**src/rtl/event_led_pkg.sv**
```systemverilog
// -----------------------------------------------------------------------------
// event_led_pkg
//
// Purpose : Shared types and elaboration-time helpers for the event_led LED
//           blinker and its ms_timer sub-block.
//
// Contents:
//   state_t    - blink sequencer states (idle, LED on-phase, dark gap)
//   max_int    - larger of two integers, used to size the shared timer
//   cnt_width  - bits needed to hold the values 0..n-1 (never less than 1)
// -----------------------------------------------------------------------------
package event_led_pkg;

    // Blink sequencer states. IDLE is the all-zero encoding so that a cleared
    // state register is automatically the quiescent state.
    typedef enum logic [1:0] {
        ST_IDLE = 2'd0,
        ST_ON   = 2'd1,
        ST_OFF  = 2'd2
    } state_t;

    // Larger of two integers.
    function automatic int max_int(input int a, input int b);
        return (a > b) ? a : b;
    endfunction

    // Width of a counter covering 0..n-1. This is $clog2(n), except that it
    // never collapses to zero bits when n is 1 or 2, so a degenerate
    // one-cycle phase still produces a legal one-bit vector.
    function automatic int cnt_width(input int n);
        return (n <= 2) ? 1 : $clog2(n);
    endfunction

endpackage : event_led_pkg

```
**src/rtl/ms_timer.sv**
```systemverilog
// -----------------------------------------------------------------------------
// ms_timer
//
// Purpose : Loadable down-counter with a zero flag. Intended as a reusable
//           building block for ms-scale timing (blink phases, holdoffs, ...).
//           The counter stops at zero; it never wraps.
//
// Parameters:
//   WIDTH       - counter width in bits
//
// Ports:
//   clk         in   system clock, rising edge
//   rst         in   asynchronous, active-high reset (counter -> 0)
//   i_load      in   load i_load_val this cycle (takes priority over i_dec)
//   i_load_val  in   value to load
//   i_dec       in   decrement by one this cycle (ignored when already zero)
//   o_zero      out  high while the count is zero
// -----------------------------------------------------------------------------
module ms_timer #(
    parameter int WIDTH = 8
) (
    input  logic             clk,
    input  logic             rst,
    input  logic             i_load,
    input  logic [WIDTH-1:0] i_load_val,
    input  logic             i_dec,
    output logic             o_zero
);

    logic [WIDTH-1:0] r_count;
    logic             w_zero;

    assign w_zero = (r_count == '0);
    assign o_zero = w_zero;

    // NOTE: clocked state is written only with non-blocking assignments so
    // every register samples pre-edge values, independent of block ordering.
    always_ff @(posedge clk or posedge rst) begin
        if (rst) begin
            r_count <= '0;
        end else if (i_load) begin
            r_count <= i_load_val;
        end else if (i_dec && !w_zero) begin
            // Saturate at zero rather than wrapping to all-ones.
            r_count <= r_count - 1'b1;
        end
    end

endmodule : ms_timer

```
**src/rtl/event_led.sv**
```systemverilog
// -----------------------------------------------------------------------------
// event_led
//
// Purpose : Turns single-cycle event strobes into human-visible LED blinks
//           with a guaranteed minimum on-time and a mandatory dark gap after
//           every blink. Events arriving while a blink is in progress are
//           queued in a saturating pending counter and replayed as
//           back-to-back blinks; an event that would overflow the queue is
//           dropped and reported with a one-cycle overflow pulse.
//
// Parameters:
//   CLK_FREQ     - clock frequency in kHz (cycles per ms)
//   ON_MS        - LED on-time per blink, ms
//   OFF_MS       - dark gap after each blink, ms
//   MAX_PENDING  - maximum number of queued events (>= 1)
//
// Ports:
//   clk          in   system clock, rising edge
//   rst          in   asynchronous, active-high reset
//   event_in     in   event strobe; every high cycle is one event
//   led_out      out  registered LED drive, high during the on-phase
//   busy         out  high while a blink/gap is running or events are queued
//   overflow     out  registered one-cycle pulse when an event is dropped
//
// Timing: an event sampled at edge N while idle gives led_out high for
// cycles N+1..N+ON_CYCLES, then low for OFF_CYCLES cycles. A queued blink
// rises exactly ON_CYCLES+OFF_CYCLES cycles after the previous rise.
// -----------------------------------------------------------------------------
module event_led
    import event_led_pkg::*;
#(
    parameter int CLK_FREQ    = 95000,
    parameter int ON_MS       = 50,
    parameter int OFF_MS      = 50,
    parameter int MAX_PENDING = 15
) (
    input  logic clk,
    input  logic rst,
    input  logic event_in,
    output logic led_out,
    output logic busy,
    output logic overflow
);

    // -------------------------------------------------------------------------
    // Derived constants
    // -------------------------------------------------------------------------
    localparam int ON_CYCLES  = ON_MS  * CLK_FREQ;
    localparam int OFF_CYCLES = OFF_MS * CLK_FREQ;

    // One timer serves both phases, so it is sized for the longer one.
    localparam int TIMER_W = cnt_width(max_int(ON_CYCLES, OFF_CYCLES));
    localparam int PEND_W  = cnt_width(MAX_PENDING + 1);

    // The timer counts down to zero inclusive, so a phase of N cycles loads N-1.
    localparam logic [TIMER_W-1:0] ON_LOAD  = TIMER_W'(ON_CYCLES - 1);
    localparam logic [TIMER_W-1:0] OFF_LOAD = TIMER_W'(OFF_CYCLES - 1);
    localparam logic [PEND_W-1:0]  PEND_MAX = PEND_W'(MAX_PENDING);

    // -------------------------------------------------------------------------
    // Registers and combinational nets
    // -------------------------------------------------------------------------
    state_t              r_state;
    logic [PEND_W-1:0]   r_pending;
    logic                r_led;
    logic                r_overflow;

    state_t              w_next_state;
    logic                w_timer_load;
    logic [TIMER_W-1:0]  w_timer_load_val;
    logic                w_timer_zero;
    logic                w_start;          // a new blink begins at this edge
    logic                w_have_pending;
    logic                w_take_queued;    // this start consumes a queued event
    logic                w_enqueue;        // event_in must go into the queue
    logic [PEND_W-1:0]   w_pending_next;
    logic                w_drop;

    assign w_have_pending = (r_pending != '0);

    // -------------------------------------------------------------------------
    // Phase timer: runs whenever a blink or its gap is in progress
    // -------------------------------------------------------------------------
    ms_timer #(
        .WIDTH (TIMER_W)
    ) u_timer (
        .clk        (clk),
        .rst        (rst),
        .i_load     (w_timer_load),
        .i_load_val (w_timer_load_val),
        .i_dec      (r_state != ST_IDLE),
        .o_zero     (w_timer_zero)
    );

    // -------------------------------------------------------------------------
    // Next-state logic
    // -------------------------------------------------------------------------
    // NOTE: every signal driven here gets a default first, so no path through
    // the case statement can leave one unassigned and infer a latch.
    always_comb begin
        w_next_state     = r_state;
        w_timer_load     = 1'b0;
        w_timer_load_val = ON_LOAD;
        w_start          = 1'b0;

        case (r_state)
            ST_IDLE: begin
                if (event_in || w_have_pending) begin
                    w_next_state = ST_ON;
                    w_timer_load = 1'b1;
                    w_start      = 1'b1;
                end
            end

            ST_ON: begin
                if (w_timer_zero) begin
                    w_next_state     = ST_OFF;
                    w_timer_load     = 1'b1;
                    w_timer_load_val = OFF_LOAD;
                end
            end

            ST_OFF: begin
                if (w_timer_zero) begin
                    // Chaining straight from the last gap cycle into the next
                    // on-phase avoids an extra idle cycle between blinks.
                    if (event_in || w_have_pending) begin
                        w_next_state = ST_ON;
                        w_timer_load = 1'b1;
                        w_start      = 1'b1;
                    end else begin
                        w_next_state = ST_IDLE;
                    end
                end
            end

            default: begin
                w_next_state = ST_IDLE;
            end
        endcase
    end

    // -------------------------------------------------------------------------
    // Pending-queue accounting
    // -------------------------------------------------------------------------
    // A start serves the queue first. Only when the queue is empty does the
    // start swallow the incoming event directly; otherwise that event joins
    // the queue, and a simultaneous take plus enqueue leaves the count as is.
    assign w_take_queued = w_start && w_have_pending;
    assign w_enqueue     = event_in && !(w_start && !w_have_pending);

    always_comb begin
        w_pending_next = r_pending;
        w_drop         = 1'b0;

        if (w_enqueue && !w_take_queued) begin
            if (r_pending == PEND_MAX) begin
                w_drop = 1'b1;
            end else begin
                w_pending_next = r_pending + 1'b1;
            end
        end else if (w_take_queued && !w_enqueue) begin
            w_pending_next = r_pending - 1'b1;
        end
    end

    // -------------------------------------------------------------------------
    // State registers
    // -------------------------------------------------------------------------
    // NOTE: the asynchronous reset clears every register here, so the LED
    // goes dark and the queue is discarded the moment rst rises, without
    // waiting for a clock edge.
    always_ff @(posedge clk or posedge rst) begin
        if (rst) begin
            r_state    <= ST_IDLE;
            r_pending  <= '0;
            r_led      <= 1'b0;
            r_overflow <= 1'b0;
        end else begin
            r_state    <= w_next_state;
            r_pending  <= w_pending_next;
            // Registered from the next state so led_out tracks the on-phase
            // with no decode glitches on the pin.
            r_led      <= (w_next_state == ST_ON);
            r_overflow <= w_drop;
        end
    end

    // -------------------------------------------------------------------------
    // Outputs
    // -------------------------------------------------------------------------
    assign led_out  = r_led;
    assign overflow = r_overflow;
    assign busy     = (r_state != ST_IDLE) || w_have_pending;

endmodule : event_led

```
**config.mk**
```make
export PLATFORM = sky130hd
export DESIGN_NAME = event_led
export DESIGN_NICKNAME = d
export VERILOG_FILES = /design/src/rtl/event_led_pkg.sv /design/src/rtl/ms_timer.sv /design/src/rtl/event_led.sv
export SDC_FILE = /design/constraint.sdc
export NUM_CORES = 1
export LEC_CHECK = 0
export CORE_MARGIN = 2
export CORE_UTILIZATION = 40
export DETAILED_ROUTE_END_ITERATION = 16
export GPL_TIMING_DRIVEN = 0
export SLEW_MARGIN = 20
export SYNTH_ARGS = -nofsm -noshare
export SYNTH_HDL_FRONTEND = slang
export SYNTH_SLANG_ARGS = --single-unit
```
**constraint.sdc**
```tcl
create_clock -name clk -period 2.9 [get_ports clk]
set_input_delay 0.29 -clock clk [delete_from_list [all_inputs] [get_ports clk]]
set_output_delay 0.29 -clock clk [all_outputs]
set_load 0.05 [all_outputs]
```
Word-level counts from Yosys, hierarchy flattened
Index checks and enable logic that the tools add are counted.
- eq/ne operators: 5
- reductions and logical operators: 20
- $add $sub $neg: 3
- multiplexer cells: 17
- operators with widths (kind ; count):
    23-bit 2-to-1 mux ; 2
    23-bit zero test ; 1
    23-bit by 1-bit subtractor with 23-bit output (second input constant) ; 1
    4-bit 2-to-1 mux ; 3
    1-bit logical AND ; 6
    1-bit 2-to-1 mux ; 6
    2-bit 2-to-1 mux ; 3
    2-bit one-hot mux with 3 select lines ; 1
    2-bit nonzero test ; 3
    1-bit zero test ; 5
    4-bit by 1-bit adder with 4-bit output (second input constant) ; 1
    2-bit by 1-bit equality test with 1-bit output (second input constant) ; 2
    4-bit equality test (second input constant) ; 1
    4-bit nonzero test ; 1
    4-bit by 1-bit subtractor with 4-bit output (second input constant) ; 1
    1-bit one-hot mux with 3 select lines ; 1
    2-bit equality test (second input constant) ; 1
    2-bit zero test ; 1
    1-bit logical OR ; 2
    2-bit inequality test (second input constant) ; 1
    1-bit one-hot mux with 2 select lines ; 1
    2-bit AND reduction ; 1
- input port bits: 3
- bits in registers: 31

Depth between registers and ports, before layout
- word-level depth: 12
- mapped depth: 13
- gate-level depth less buffers: 12

By module
From an unflattened synthesis, not the netlist that was laid out.
- cells, all modules: 209
- area, all modules: 1929.4 um2
- modules (own cells, without submodules) (module ; area an instance (um2) ; sequential area each (um2) ; cells each ; instances):
    ms_timer ; 1380.1 ; 575.6 ; 152 ; 1
    event_led ; 549.3 ; 200.2 ; 57 ; 1

Least setup slack after synthesis
No wires, ideal clock.
- path kind: register to register
- from: reg u_timer.r_count[10]
- to: reg r_pending[3]
- setup slack: -0.014 ns
- arrival: 2.791 ns
- stages on the path, launching flop included: 13
- required time: 2.776 ns
- buffers on the path: 2
- clock period less this slack: 2.914 ns
- cells stage by stage: dfrtp_1 or4_1 buf_2 nor3_1 a21oi_1 buf_2 nand2_1 ha_1 a21o_1 a21oi_1 nor2b_1 mux2i_1 a211o_1
- word-level cells in the longest chain between the ends: 10
- elaborated cells between the ends (all ways): 15
- RTL lines (element ; line ; source):
    from (decl) ; ms_timer.sv:30 ; logic [WIDTH-1:0] r_count;
    from (signal assigned) ; ms_timer.sv:42 ; r_count <= i_load_val;
    from (signal assigned) ; ms_timer.sv:45 ; r_count <= r_count - 1'b1;
    23-bit zero test * ; ms_timer.sv:33 ; assign w_zero = (r_count == '0);
    1-bit 2-to-1 mux * ; event_led.sv:124 ; if (w_timer_zero) begin
    1-bit one-hot mux with 2 select lines * ; event_led.sv:106 ; case (r_state)
    1-bit logical AND ; event_led.sv:150 ; assign w_enqueue = event_in && !(w_start && !w_have_pending);
    1-bit zero test ; event_led.sv:150 ;
    1-bit logical AND ; event_led.sv:150 ;
    1-bit zero test ; event_led.sv:162 ; end else if (w_take_queued && !w_enqueue) begin
    1-bit logical AND ; event_led.sv:162 ;
    2-bit nonzero test (no source line) ; - ;
    2-bit AND reduction (no source line) ; - ;
    to (signal assigned) ; event_led.sv:181 ; r_pending <= w_pending_next;
    to (decl) ; event_led.sv:64 ; logic [PEND_W-1:0] r_pending;
Every way passes the cells marked *; elsewhere a longest branch is shown, timed or not.
A chain may end at the register's enable or synchronous reset.

Final worst setup path
- from: reg u_timer.r_count[9]
- to: reg r_pending[2]
The elaborated chain is that of the path after synthesis.

==> results.json <==
{
  "setup_viol": 0,
  "dr.first_iter.drc_count": 194,
  "clock_tree.root_cell": "sky130_fd_sc_hd__clkbuf_8",
  "worst_setup_path_endpoint": "r_pending[2]",
  "critical_path.startpoint_type": "register",
  "synthArstFlopShare_pct": 100.0,
  "reg2reg_setup_slack_ns": 0.12,
  "postLayoutCoreUtil_pct": 49.51,
  "cts_htree_levels": 2,
  "grt_start_max_net_pins": 32,
  "hold_viol_final": 0,
  "rows": 24,
  "most_common_cell_after_layout_fill_and_taps_aside": "sky130_fd_sc_hd__dfrtp_1",
  "r2r_end": "r_pending[2]",
  "post_route_cells_drive_above_1_share_pct": 23.92,
  "die_w_um": 70.67,
  "path_class": "reg -> reg",
  "cts-root-to-sink-buffers": 2,
  "gpl.final_weighted_congestion": 0.8601,
  "tritoncts_num_sinks": 31,
  "area_growth_syn_to_layout_pct": 20.41,
  "design.core.area_um2": 4324,
  "worst_setup_hold_path_clk_slew_ns": 0.06,
  "synth.net_count": 196,
  "rr_startpoint": "u_timer.r_count[9]",
  "floorplan.io_pins": 6,
  "detailroute.via_count": 1608,
  "postSynthCellCount": 189,
  "route.final.wire_length_um": 4400,
  "grt_first_pass_wirelength_um": 7279,
  "tritoncts_clock_tree": "done",
  "die_area_um2": 4994,
  "antenna_found_initial": 0,
  "firstDrtPassIters": 4,
  "layout.cells.most_common_list": "31 x sky130_fd_sc_hd__dfrtp_1, 16 x sky130_fd_sc_hd__nand2_1, 12 x sky130_fd_sc_hd__nor2_1",
  "postSynthAreaPerCell_um2": 9.407,
  "synth.cell_area_um2": 1778,
  "grtUsageTotal_pct": 18.71,
  "worstSetupStartpoint": "u_timer.r_count[9]",
  "total_global_routing_overflow": 0,
  "peakVddDrop_mv": 0.4013,
  "fin_crit_period_ns": 2.784,
  "insertedDiodeCount": 0,
  "dp.final_hpwl_um": 2893,
  "die_height_um": 70.67,
  "min_path_type": "in -> async",
  "slew_headroom_pct": 48.21,
  "totalNegativeSetupSlack_ns": 0,
  "cp_data_required_time_ns": 3.08,
  "initial_core_util_pct": 41.12,
  "num-nets-final": 217,
  "path_max_fanout": 5,
  "yosysWarningCount": 0,
  "grt_pass1_vias": 1548,
  "detail-route-antenna-nets": 0,
  "count_of_non_filler_cells_in_the_finished_layout": 261,
  "cap_violations": 0,
  "post_drt_via_cell_ratio": 6.161,
  "cts-buffers-inserted": 5,
  "worst_r2r_path_depth": 11,
  "final.setup_skew_ns": 0.003804,
  "tightestPinTransition_ns": 0.7697,
  "ys_seq_area_share_pct": 43.63,
  "synth-main-ff-cell": "sky130_fd_sc_hd__dfrtp_1",
  "power_density_nw_per_um2": 489.2,
  "portBuffers": 5,
  "clk-insertion-delay-late_ns": 0.29,
  "drc_errors": 0,
  "yosysUniqueCellTypes": 44,
  "yosys_register_bits": 31,
  "synth_edf_count": 0,
  "number_of_max_slew_violations_in_the_final_report": 0,
  "whs_ns": 0.4102,
  "dp.cells": 246,
  "finalCritPeriodShare_pct": 95.99,
  "cellLeakagePower_uw": 0.0008050,
  "worst_setup_path_end_kind": "register",
  "status": "complete, no violations",
  "drt-wirelength-per-cell_um": 16.86,
  "max_freq_mhz": 359.2,
  "critical_path_arrival_ns": 2.96
}
logic make-up after synthesis:
family                   after synthesis  share of synthesized area, %
AO/OA/AOI/OAI                         48                         18.79
XOR/XNOR                               5                         2.464
adder cells (fa/ha/maj)                4                         3.237
buffers and inverters                 15                         3.519
flip-flops                            31                         43.63
multiplexers                           3                         1.759
AND/OR/NAND/NOR                       83                         26.60
metal layers:
metal  vias to the layer above  global-route usage, %  part of all wire [%]
met5                         -                      0                     0
met4                         0                  8.595                   2.0
met3                         8                  3.561                   4.3
met2                        38                  29.35                    47
met1                       794                  25.25                    47
li1                        768                      -                     -
where the power goes:
part | switching, uW | leakage [uW] | internal [uW]
clock | 158 | 0.0000371 | 160
combinational | 106 | 0.000420 | 125
sequential | 41.4 | 0.000348 | 458
total | 304 | 0.000805 | 743
final cells by class:
type	count	area [um2]
Timing Repair Buffer	14	117.6
Buffer	7	41.29
Fill cell	414	2183
Inverter	8	30.03
Sequential cell	31	775.7
Tap cell	52	65.06
Multi-Input combinational cell	143	1039
Clock buffer	6	72.57
critical path: stages (launching register included):
cell and delay, ns:
sky130_fd_sc_hd__dfrtp_1 0.41, sky130_fd_sc_hd__or4_4 0.54, sky130_fd_sc_hd__buf_6 0.14, sky130_fd_sc_hd__nor3_4 0.19
sky130_fd_sc_hd__a21oi_2 0.09, sky130_fd_sc_hd__buf_4 0.16, sky130_fd_sc_hd__nand2_4 0.09, sky130_fd_sc_hd__ha_1 0.28
sky130_fd_sc_hd__xnor2_2 0.17, sky130_fd_sc_hd__nand2_1 0.06, sky130_fd_sc_hd__mux2_2 0.26, sky130_fd_sc_hd__a211o_1 0.29
metrics by stage:
step                setup WS, ns  instance area, um2  total power [uW]
finish                    0.1162                2141              1047
detailed placement       -0.3352                1897             685.6
CTS                      0.02538                2032              1012
global route          -0.0008562                2141              1098
global placement         -0.1943                1897             670.6
floorplan                0.03559                1782             643.3
cells in the mapped netlist, types with 2 or more instances:
| library cell | count | area share, % |
|---|---|---|
| sky130_fd_sc_hd__a211o_1 | 3 | 1.5 |
| sky130_fd_sc_hd__ha_1 | 3 | 2.1 |
| sky130_fd_sc_hd__clkbuf_1 | 2 | 0.42 |
| sky130_fd_sc_hd__or3_1 | 4 | 1.4 |
| sky130_fd_sc_hd__xnor2_1 | 3 | 1.5 |
| sky130_fd_sc_hd__or2_2 | 5 | 1.8 |
| sky130_fd_sc_hd__a21oi_1 | 11 | 3.1 |
| sky130_fd_sc_hd__dfrtp_1 | 31 | 44 |
| sky130_fd_sc_hd__nor2b_1 | 2 | 0.70 |
| sky130_fd_sc_hd__o211ai_1 | 4 | 1.7 |
| sky130_fd_sc_hd__nand3_1 | 8 | 2.3 |
| sky130_fd_sc_hd__nor2_1 | 12 | 2.5 |
| sky130_fd_sc_hd__o31ai_1 | 11 | 4.6 |
| sky130_fd_sc_hd__nand2_1 | 17 | 3.6 |
| sky130_fd_sc_hd__nor3_1 | 4 | 1.1 |
| sky130_fd_sc_hd__nor4_1 | 7 | 2.5 |
| sky130_fd_sc_hd__mux2i_1 | 2 | 1.1 |
| sky130_fd_sc_hd__o21ai_0 | 6 | 1.7 |
| sky130_fd_sc_hd__o41ai_1 | 2 | 0.99 |
| sky130_fd_sc_hd__or4_1 | 8 | 3.4 |
| sky130_fd_sc_hd__buf_2 | 5 | 1.4 |
| sky130_fd_sc_hd__inv_1 | 8 | 1.7 |
| sky130_fd_sc_hd__a211oi_1 | 3 | 1.3 |
| sky130_fd_sc_hd__or4_2 | 4 | 2.0 |
| sky130_fd_sc_hd__xor2_1 | 2 | 0.99 |
| sky130_fd_sc_hd__nand4_1 | 4 | 1.4 |
how the worst min path moves through the flow:
stage	end	slack (ns)
3_3_place_gp	u_timer.r_count[1]	0.52
5_1_grt	r_pending[0]	0.49
4_1_cts	r_pending[0]	0.45
2_1_floorplan	led_out	0.39
3_5_place_dp	u_timer.r_count[7]	0.53
6_report	u_timer.r_count[7]	0.41
timing repair:
action                     CTS  global route
pin swaps                    2             6
hold buffers                 0             0
hold endpoints to repair     0             0
buffers inserted             2             7
setup endpoints to repair    2             2
gates resized for setup     11            11
registers in the layout, summed over array words and instances, names as in the netlist:
signal	flops
overflow	1
led_out	1
u_timer.r_count	23
r_pending	4
r_state	2
Power figures use the tool's default switching activity.
